==> src/rtl/product_reg_reader.sv <==
`default_nettype none
// ============================================================================
//  Module      : product_reg_reader
//  Description : Reads a 65-bit product register over a shared tri-state bus.
//                The read enable (oe) is raised and held for SETTLE_CYCLES
//                cycles so the bus can settle, the bus is then sampled once,
//                and the 32-bit result bus_in[32:1] is presented with a
//                valid/ready handshake.
//  Revision    : 1.0  initial release
// ----------------------------------------------------------------------------
//  Parameters
//    SETTLE_CYCLES  cycles oe is held before sampling (1..15; 0 acts as 1,
//                   values above 15 act as 15)
//  Optional build macro
//    PRODUCT_OVF_CHECK_EN  when defined, ovf flags products that do not fit
//                          in a signed 32-bit value; otherwise ovf is tied 0
//  Ports
//    clk           in   1   clock, rising-edge active
//    clr_n         in   1   asynchronous active-low reset
//    start         in   1   read request, honoured only when idle
//    busy          out  1   high whenever the FSM is not idle
//    oe            out  1   product register output enable (registered)
//    bus_in        in  65   shared bus from the product register
//    result        out 32   captured bus_in[32:1]
//    ovf           out  1   signed 32-bit overflow of the captured product
//    result_valid  out  1   result/ovf valid
//    result_ready  in   1   consumer accepts result
// ============================================================================
module product_reg_reader #(
    parameter int SETTLE_CYCLES = 1
) (
    input  logic        clk,
    input  logic        clr_n,
    input  logic        start,
    output logic        busy,
    output logic        oe,
    input  logic [64:0] bus_in,
    output logic [31:0] result,
    output logic        ovf,
    output logic        result_valid,
    input  logic        result_ready
);

    // Effective settle length; 0 behaves as 1 and the 4-bit counter caps at 15.
    localparam int         c_SETTLE_EFF = (SETTLE_CYCLES < 1)  ? 1  :
                                          (SETTLE_CYCLES > 15) ? 15 : SETTLE_CYCLES;
    localparam logic [3:0] c_CNT_LOAD   = 4'(c_SETTLE_EFF - 1);

    localparam logic [1:0] c_ST_IDLE   = 2'd0;
    localparam logic [1:0] c_ST_ENABLE = 2'd1;
    localparam logic [1:0] c_ST_SAMPLE = 2'd2;
    localparam logic [1:0] c_ST_VALID  = 2'd3;

    logic [1:0]  r_state;
    logic [1:0]  w_state_nxt;
    logic [3:0]  r_cnt;
    logic [3:0]  w_cnt_nxt;
    logic        r_oe;
    logic [31:0] r_result;

    // ------------------------------------------------------------------------
    // Next-state logic
    // ------------------------------------------------------------------------
    always_comb begin
        w_state_nxt = r_state;
        w_cnt_nxt   = r_cnt;
        case (r_state)
            c_ST_IDLE: begin
                if (start) begin
                    w_state_nxt = c_ST_ENABLE;
                    w_cnt_nxt   = c_CNT_LOAD;
                end
            end
            c_ST_ENABLE: begin
                // Counter was loaded with settle-1, so ENABLE lasts exactly
                // c_SETTLE_EFF cycles before the single SAMPLE cycle.
                if (r_cnt != 4'd0) begin
                    w_cnt_nxt = r_cnt - 4'd1;
                end else begin
                    w_state_nxt = c_ST_SAMPLE;
                end
            end
            c_ST_SAMPLE: begin
                w_state_nxt = c_ST_VALID;
            end
            c_ST_VALID: begin
                // start is deliberately not looked at here: a request that
                // coincides with the handshake is dropped.
                if (result_ready) begin
                    w_state_nxt = c_ST_IDLE;
                end
            end
            default: begin
                w_state_nxt = c_ST_IDLE;
                w_cnt_nxt   = 4'd0;
            end
        endcase
    end

    // ------------------------------------------------------------------------
    // State, counter and output-enable registers
    // ------------------------------------------------------------------------
    always_ff @(posedge clk or negedge clr_n) begin
        if (!clr_n) begin
            r_state <= c_ST_IDLE;
            r_cnt   <= 4'd0;
            r_oe    <= 1'b0;
        end else begin
            r_state <= w_state_nxt;
            r_cnt   <= w_cnt_nxt;
            // oe registered from the next state so it is glitch-free and
            // aligned exactly with the ENABLE/SAMPLE states.
            r_oe    <= (w_state_nxt == c_ST_ENABLE) || (w_state_nxt == c_ST_SAMPLE);
        end
    end

    // ------------------------------------------------------------------------
    // Result capture: only in SAMPLE, held otherwise (including after the
    // handshake, so the last value stays visible).
    // ------------------------------------------------------------------------
    always_ff @(posedge clk or negedge clr_n) begin
        if (!clr_n) begin
            r_result <= 32'h0;
        end else if (r_state == c_ST_SAMPLE) begin
            r_result <= bus_in[32:1];
        end
    end

`ifdef PRODUCT_OVF_CHECK_EN
    // The product fits in a signed 32-bit value only when bits 64..33 are a
    // sign extension of bit 32, i.e. bits 64..32 are all ones or all zeros.
    logic w_ovf_nxt;
    logic r_ovf;
    logic w_unused_bit0;

    assign w_ovf_nxt     = !((&bus_in[64:32]) || !(|bus_in[64:32]));
    assign w_unused_bit0 = bus_in[0];

    always_ff @(posedge clk or negedge clr_n) begin
        if (!clr_n) begin
            r_ovf <= 1'b0;
        end else if (r_state == c_ST_SAMPLE) begin
            r_ovf <= w_ovf_nxt;
        end
    end

    assign ovf = r_ovf;
`else
    // Upper bits and bit 0 carry no information without the overflow check.
    logic [32:0] w_unused_bits;

    assign w_unused_bits = {bus_in[64:33], bus_in[0]};
    assign ovf           = 1'b0;
`endif

    // ------------------------------------------------------------------------
    // Outputs; all derive from asynchronously reset registers so they drop
    // immediately when clr_n asserts.
    // ------------------------------------------------------------------------
    assign busy         = (r_state != c_ST_IDLE);
    assign result_valid = (r_state == c_ST_VALID);
    assign oe           = r_oe;
    assign result       = r_result;

endmodule
`default_nettype wire

==> config.mk <==
export PLATFORM = sky130hd
export DESIGN_NAME = product_reg_reader
export DESIGN_NICKNAME = d
export VERILOG_FILES = /design/src/rtl/product_reg_reader.sv
export SDC_FILE = /design/constraint.sdc
export NUM_CORES = 1
export LEC_CHECK = 0
export ABC_AREA = 0
export CAP_MARGIN = 25
export CORE_UTILIZATION = 38
export CTS_CLUSTER_DIAMETER = 100
export CTS_CLUSTER_SIZE = 24
export DETAILED_ROUTE_END_ITERATION = 16
export PLACE_DENSITY_LB_ADDON = 0.12
export SKIP_LAST_GASP = 1
export SLEW_MARGIN = 10
export SYNTH_ARGS = -nofsm -noshare
export SYNTH_HDL_FRONTEND = slang
export SYNTH_SLANG_ARGS = --single-unit
==> constraint.sdc <==
create_clock -name clk -period 3.9 [get_ports clk]
set_clock_uncertainty 0.1 [all_clocks]
set_input_delay 0.975 -clock clk [delete_from_list [all_inputs] [get_ports clk]]
set_output_delay 0.975 -clock clk [all_outputs]
set_load 0.02 [all_outputs]
[Word level (Yosys, flattened, before mapping)]
Index checks and enable logic that the tools add are counted.
Word-level totals
  bits in registers: 39
  latch bits: 0
  bits in writable memories: 0
  memory bits (read-only): 0
  bits of input ports: 69
  output and inout bits: 36
  word-level logic and storage cells: 25
  memories: 0
Cells by class
  $add $sub $neg: 1
  $mul: 0
  div/mod/pow operators: 0
  order comparisons: 0
  equality and inequality tests: 7
  shifts and indexed selects: 0
  mux-type cells: 7
  bitwise gates (word level): 0
  reductions and logical operators: 6
Operator list (number)
  $mux W4: 2
  $pmux W2 S4: 1
  $pmux W4 S2: 1
  $eq A2 B2 Y1 const B: 3
  $mux W2: 3
  $eq A2 B1 Y1 const B: 2
  $ne A2 B2 Y1 const B: 2
  $reduce_bool A2 Y1: 2
  $reduce_bool A4 Y1: 1
  $sub A4 B1 Y4 const B: 1
  $reduce_and A3 Y1: 1
  $logic_not A2 Y1: 1
  $logic_or A1 B1 Y1: 1

[Depth between registers and ports, before layout]
Gate-level depths: netlist of run 1.
  depth after elaboration: 5
  depth in mapped cells: 5

[Worst setup path before layout of run 1]
No wires, ideal clock.
  kind: reg2out
  start: register r_state[0]
  end: output port busy
  arrival time: 0.846 ns
  required time: 2.825 ns
  slack: 1.979 ns
  stages on the path, launching flop included: 3
  path buffers: 1
  cells stage by stage: dfrtp_1 > buf_2 > or2_2
Between the ends
  longest elaborated chain between the ends: 1
RTL lines
  start: declaration: line 54  | logic [1:0] r_state;
  start signal: assignment: line 105  | r_state <= c_ST_IDLE;
  start signal: assignment: line 109  | r_state <= w_state_nxt;
  $reduce_bool A2 Y1: line 160  | assign busy = (r_state != c_ST_IDLE);
  end: declaration: line 35  | output logic busy,
No other way between the ends.

[Worst setup path after layout of run 1]
Same ends and word-level chain as after synthesis.

==> results of run 1 <==
[sequential cells by signal, summed over array words and instances (netlist names)]
| signal | count |
|---|---|
| r_state | 2 |
| oe | 1 |
| r_cnt | 4 |
| result | 32 |
[routing by layer]
layer | track usage [%] | part of all wire [%] | up-vias | wire length, um
li1 | - | - | 516 | -
met1 | 17.7 | 41 | 520 | 1310
met2 | 26.1 | 50 | 42 | 1590
met3 | 5.31 | 7.1 | 8 | 227
met4 | 8.78 | 2.2 | 0 | 69
met5 | 0 | 0 | - | 0
[logic make-up after synthesis]
kind of cell | count (synthesis)
simple gates | 19
flops | 39
mux | 34
compound gates | 6
other cells | 1
fa+ha+maj | 2
buf+inv | 9
[final timing paths]
path	endpoint	slack, ns	cells past startpoint
hold reg to reg	result[29]$_DFFE_PN0N_	0.39	1
hold / removal	result[29]$_DFFE_PN0N_	0.39	1
max in group asynchronous	r_state[1]$_DFF_PN0_	2.48	1
setup reg to reg	result[22]$_DFFE_PN0N_	1.76	3
min in group asynchronous	result[28]$_DFFE_PN0N_	0.69	1
setup / recovery	busy	1.19	2
[cell usage in the layout, fill, tap and decap left out, drive strengths merged]
cell	synthesis	final
a21oi	1	1
a31o	1	1
a31oi	1	1
and2	1	1
buf	6	2
bufinv	0	1
clkbuf	1	6
clkdlybuf4s50	0	69
clkinv	0	1
conb	1	1
dfrtp	39	39
ha	2	2
inv	2	2
mux2	32	32
mux2i	2	2
nand2	3	3
nand2b	2	2
nand3	2	2
nand3b	1	1
nor2	3	3
nor2b	1	1
nor3	1	1
nor3b	1	1
o21ai	3	3
or2	1	1
or3	1	1
or3b	1	1
or4	1	1
[power by group]
| part | total, W | switching [W] | internal, W | leakage [nW] |
|---|---|---|---|---|
| logic | 0.00104 | 0.000495 | 0.000543 | 0.496 |
| clock network | 0.000347 | 0.000140 | 0.000207 | 0.0612 |
| registers | 0.000738 | 0.000124 | 0.000614 | 0.458 |
| total | 0.00212 | 0.000759 | 0.00136 | 1.02 |
[stage by stage]
| step | hold slack, ns | total power, W |
|---|---|---|
| floorplan | 0.364 | 0.00132 |
| global placement | 0.373 | 0.00176 |
| detailed placement | 0.380 | 0.00180 |
| CTS | 0.398 | 0.00216 |
| global route | 0.412 | 0.00226 |
| finish | 0.393 | 0.00212 |
[area by class of cell]
type                            count  area [um^2]
Fill cell                         326         1580
Sequential cell                    39          976
Timing Repair Buffer               71          703
Multi-Input combinational cell     62          551
Clock buffer                        6         82.6
Tap cell                           50         62.6
Clock inverter                      2         35.0
Inverter                            2         7.51
==> metrics.cfg, run 1 <==
[worst_setup_path]
path_delay_family = buffers and inverters
crit_path_start = r_state[0]$_DFF_PN0_
cp-start-kind = flop
critical_path_class = reg2out
crit_arrival_ns = 1.63
critPathBufInv = 1
r2r-start = r_state[0]$_DFF_PN0_
crit_path_end_kind = output pin
required_ns = 2.82
slowest_delay_ns = 0.54
cp_max_fo = 12
crit_chain = or2_2 -> clkdlybuf4s50_1
crit_slowest_cell = clkdlybuf4s50_1

[logic_synthesis]
yosysTopAreaCell = dfrtp_1
yosys.area.top_type_share_pct = 61.6
muxShareOfSynthArea_pct = 24.0
synth_ff_type = dfrtp_1
synth.net_count = 181
yosys.area_share.simple_pct = 6.71
synth_cells = 110
seq_area_frac_synth_pct = 61.6
synth_xor_xnor_area_share_pct = 0
synth_edf_count = 0
synth_cell_types = 27
avgSynthCellArea_um2 = 14.4
synthArstFlopShare_pct = 100
synthAdderAreaFrac_pct = 1.58
synth_compound_area_share_pct = 2.21
ys_seq_elements = 39
syn_area_um2 = 1580
synth_commonest_cells = 39 x dfrtp_1, 32 x mux2_1, 4 x buf_4
yosysWarnings = 0
synth_top_family_by_area = multiplexers
synthTopCellsByArea = dfrtp_1 62%, mux2_1 23%, buf_4 1.9%
synth_most_common_cell = dfrtp_1

[clock_tree]
post_cts_buffers = 0
ctsLongestPathBuffers = 2
clk_latency_ns = 0.29
cts_resized = 0
clk_pin_slew_ns = 0.07
root_buffer = clkbuf_8
cts_buffers = 5
cts_max_level = 2
clock_sinks = 39
hold_buffers = 0
cts_tree = done

[global_route]
grt_pass1_wl_mm = 5.06
first_global_vias = 1101
grt_max_degree = 40
track_usage_pct = 15.8
overflow = 0
antenna_found_initial = 0

[job]
timing.max_cap.violations = 0

[timing]
tns_ns = 0
hold_viol = 0
setup_viol = 0
rsz0062_at_grt = no
fin_crit_ns = 2.71
fin_crit_sh_pct = 69.4
max_freq_mhz = 369
worst_slack_ns = 1.19
maxSlewViolCount = 0
tightest_slew_ns = 0.852
maxSlewHeadroom_pct = 43.2

[final_layout]
drive_above_1_share_pct = 6.04
nNetsFinal = 252
area_growth_pct = 52.6
final_cells = 232
antenna_cells = 0
finalInstanceArea_um2 = 2420
post-route-util_pct = 60.4

[die]
die-area_um2 = 4430
chipHeight_um = 66.6
ios = 105
row_count = 23
die_width_um = 66.6
core_um2 = 4000
start_util_pct = 39.6

[run_status]
outcome = complete, no violations

[place]
hpwl_mm = 2.30
dpl_cell_area_um2 = 2300
gp_congestion = 0.721
dp.cells = 224
port_buffers = 70
pre_cts_ws_ns = 1.52

[power]
pwr_density_cell_nw_per_um2 = 879
vdd_drop_max_mv = 0.318
power.leakage_nw = 1.02

[drt]
dr.first_iter.drc_count = 36
routed_wl_mm = 3.19
ant_nets = 0
detail_route.wl_per_cell_um = 13.8
drt_drc_violations_left = 0
via_per_inst = 4.68
dr.pass1.iters = 4
vias = 1086

[min_path]
min_path_type = reg2reg
hold_start = result[29]$_DFFE_PN0N_

Note: power is estimated with default switching activity, not from simulation.
==> run 2: changes to the inputs <==
--- a/config.mk
+++ b/config.mk
@@ -7,7 +7,7 @@
 export LEC_CHECK = 0
 export ABC_AREA = 0
 export CAP_MARGIN = 25
-export CORE_UTILIZATION = 38
+export CORE_UTILIZATION = 35
 export CTS_CLUSTER_DIAMETER = 100
 export CTS_CLUSTER_SIZE = 24
 export DETAILED_ROUTE_END_ITERATION = 16
==> constraint.sdc (replaced) <==
create_clock -name clk -period 2.7 [get_ports clk]
set_clock_uncertainty 0.1 [all_clocks]
set_input_delay 0.675 -clock clk [delete_from_list [all_inputs] [get_ports clk]]
set_output_delay 0.675 -clock clk [all_outputs]
set_load 0.02 [all_outputs]
==> run 2 against run 1 <==
Compared with the run above:
- cell area increased by 0.41%
- hold slack got worse by 0.0024 ns
- clock power is 40% higher
- global-route usage is 2.4 points lower
- critical path depth is the same
- combinational power is 44% higher
- power increased by 44%
- flip-flop and latch count unchanged
- largest power group unchanged
- first-iteration DRC count down 5.6%
- utilization shrank 4.7 points
- worst setup slack worse by 0.91 ns
==> metrics.cfg, run 2 (synthesis gave the netlist of run 1 again) <==
[run_status]
outcome = complete, no violations

[drt]
routed_wl_mm = 3.16  ; -1.0%
dr.pass1.iters = 4  ; unchanged
dr.first_iter.drc_count = 34  ; -5.6%
via_per_inst = 4.71  ; +0.63%
vias = 1107  ; +1.9%
detail_route.wl_per_cell_um = 13.4  ; -2.3%
drt_drc_violations_left = 0  ; unchanged
ant_nets = 0  ; unchanged

[timing]
fin_crit_sh_pct = 89.7
max_freq_mhz = 413
tightest_slew_ns = 0.832  ; -0.0193 ns
tns_ns = 0  ; unchanged
rsz0062_at_grt = no
setup_viol = 0  ; unchanged
fin_crit_ns = 2.42
hold_viol = 0  ; unchanged
maxSlewViolCount = 0  ; unchanged
maxSlewHeadroom_pct = 44.5  ; +1.3 points

[final_layout]
largest_register_ffs = 32  ; unchanged
nNetsFinal = 253  ; +0.40%
post-route-util_pct = 55.7  ; -4.7 points
fillers = 360  ; +10%
area_growth_pct = 53.2
drive_above_1_share_pct = 6.56  ; +0.51 points
layout_common_cells = 69 x clkdlybuf4s50_1, 39 x dfrtp_1, 32 x mux2_1, 6 x clkbuf_8
antenna_cells = 0  ; unchanged
layout_commonest_cell = clkdlybuf4s50_1

[worst_setup_path]
slowest_delay_ns = 0.55  ; about the same
ff2ff_setup_slack_ns = 1.13  ; -0.63 ns
endpoint = busy
crit_arrival_ns = 1.65  ; +0.02 ns
crit_path_start = r_state[1]$_DFF_PN0_
cp.depth = 2  ; unchanged
r2r_end = r_cnt[0]$_DFFE_PN0P_
path_delay_family = buffers and inverters
cp-start-kind = flop
required_ns = 1.92  ; -0.90 ns
critical_path_class = reg2out
crit_chain = or2_2 -> clkdlybuf4s50_1
critPathBufInv = 1  ; unchanged
r2r-start = r_cnt[0]$_DFFE_PN0P_
crit_path_end_kind = output pin
r2r_cells = 5  ; +2
cp_max_fo = 11  ; -1
crit_slowest_cell = clkdlybuf4s50_1

[global_route]
overflow = 0  ; unchanged
antenna_found_initial = 0  ; unchanged
first_global_vias = 1070  ; -2.8%
grt_max_degree = 40  ; unchanged
track_usage_pct = 13.4  ; -2.4 points
grt_pass1_wl_mm = 5.07  ; +0.14%

[die]
row_count = 24  ; +4.3%
ios = 105  ; unchanged
start_util_pct = 36.4  ; -3.2 points
core_um2 = 4350  ; +8.9%
die-area_um2 = 4800  ; +8.3%
chipHeight_um = 69.3  ; +4.1%
die_width_um = 69.3  ; +4.1%

[place]
hpwl_mm = 2.31  ; +0.64%
gp_congestion = 0.704  ; -2.3%
port_buffers = 70  ; unchanged

[clock_tree]
cts_resized = 0  ; unchanged
root_buffer = clkbuf_8
cts_max_level = 2  ; unchanged
clk_pin_slew_ns = 0.07  ; about the same
cts_buffers = 5  ; unchanged
post_cts_buffers = 0  ; unchanged
ctsLongestPathBuffers = 2  ; unchanged
cts_tree = done
clk_latency_ns = 0.28  ; about the same
hold_buffers = 0  ; unchanged
clock_sinks = 39  ; unchanged

[power]
pwr_density_cell_nw_per_um2 = 1260  ; +44%
vdd_drop_max_mv = 0.563  ; +77%
power.leakage_nw = 1.02  ; +0.43%

[job]
timing.max_cap.violations = 0  ; unchanged

[min_path]
min_path_type = in2async

run 2: how the worst min path moves through the flow:
stage | start | slack [ns] | endpoint | cells past startpoint
after floorplan | clr_n | 0.28 | oe$_DFF_PN0_ | 0
after global placement | result[11]$_DFFE_PN0N_ | 0.37 | result[11]$_DFFE_PN0N_ | 1
after detailed placement | result[11]$_DFFE_PN0N_ | 0.38 | result[11]$_DFFE_PN0N_ | 1
after CTS | result[11]$_DFFE_PN0N_ | 0.40 | result[11]$_DFFE_PN0N_ | 1
after global routing | result[27]$_DFFE_PN0N_ | 0.41 | result[27]$_DFFE_PN0N_ | 1
final | clr_n | 0.39 | result[1]$_DFFE_PN0N_ | 1
run 2: layer usage:
layer,vias up,routed length (um),global-route usage (%)
met1,540,1350,15.9
met3,4,221,4.65
met5,-,0,0
li1,519,-,-
met4,0,41,5.44
met2,44,1550,22.1
run 2: metrics by stage:
step | std cells | hold WS (ns) | worst slack [ns] | total power [W] | instance area, um^2
4_1_cts | 235 | 0.398 | 0.271 | 0.00310 | 2430
3_3_place_gp | 227 | 0.373 | 0.619 | 0.00255 | 2310
6_report | 235 | 0.391 | 0.278 | 0.00306 | 2430
2_1_floorplan | 110 | 0.279 | 1.08 | 0.00191 | 1580
5_1_grt | 235 | 0.412 | 0.225 | 0.00324 | 2430
3_5_place_dp | 227 | 0.381 | 0.579 | 0.00261 | 2310
run 2: cell type report:
cell class | instances | area (um^2) | share of cell area (%)
tap | 52 | 65.1 | 2.68
clock buffer | 6 | 82.6 | 3.40
sequential | 39 | 976 | 40.2
multi-input combinational | 62 | 551 | 22.7
timing repair buffer | 72 | 711 | 29.3
inverter | 2 | 7.51 | 0.309
clock inverter | 2 | 35.0 | 1.44
run 2: report_power, final:
| group | leakage [nW] | internal, W | switching [W] |
|---|---|---|---|
| combinational | 0.501 | 0.000792 | 0.000710 |
| sequential | 0.458 | 0.000888 | 0.000185 |
| clock | 0.0612 | 0.000299 | 0.000189 |
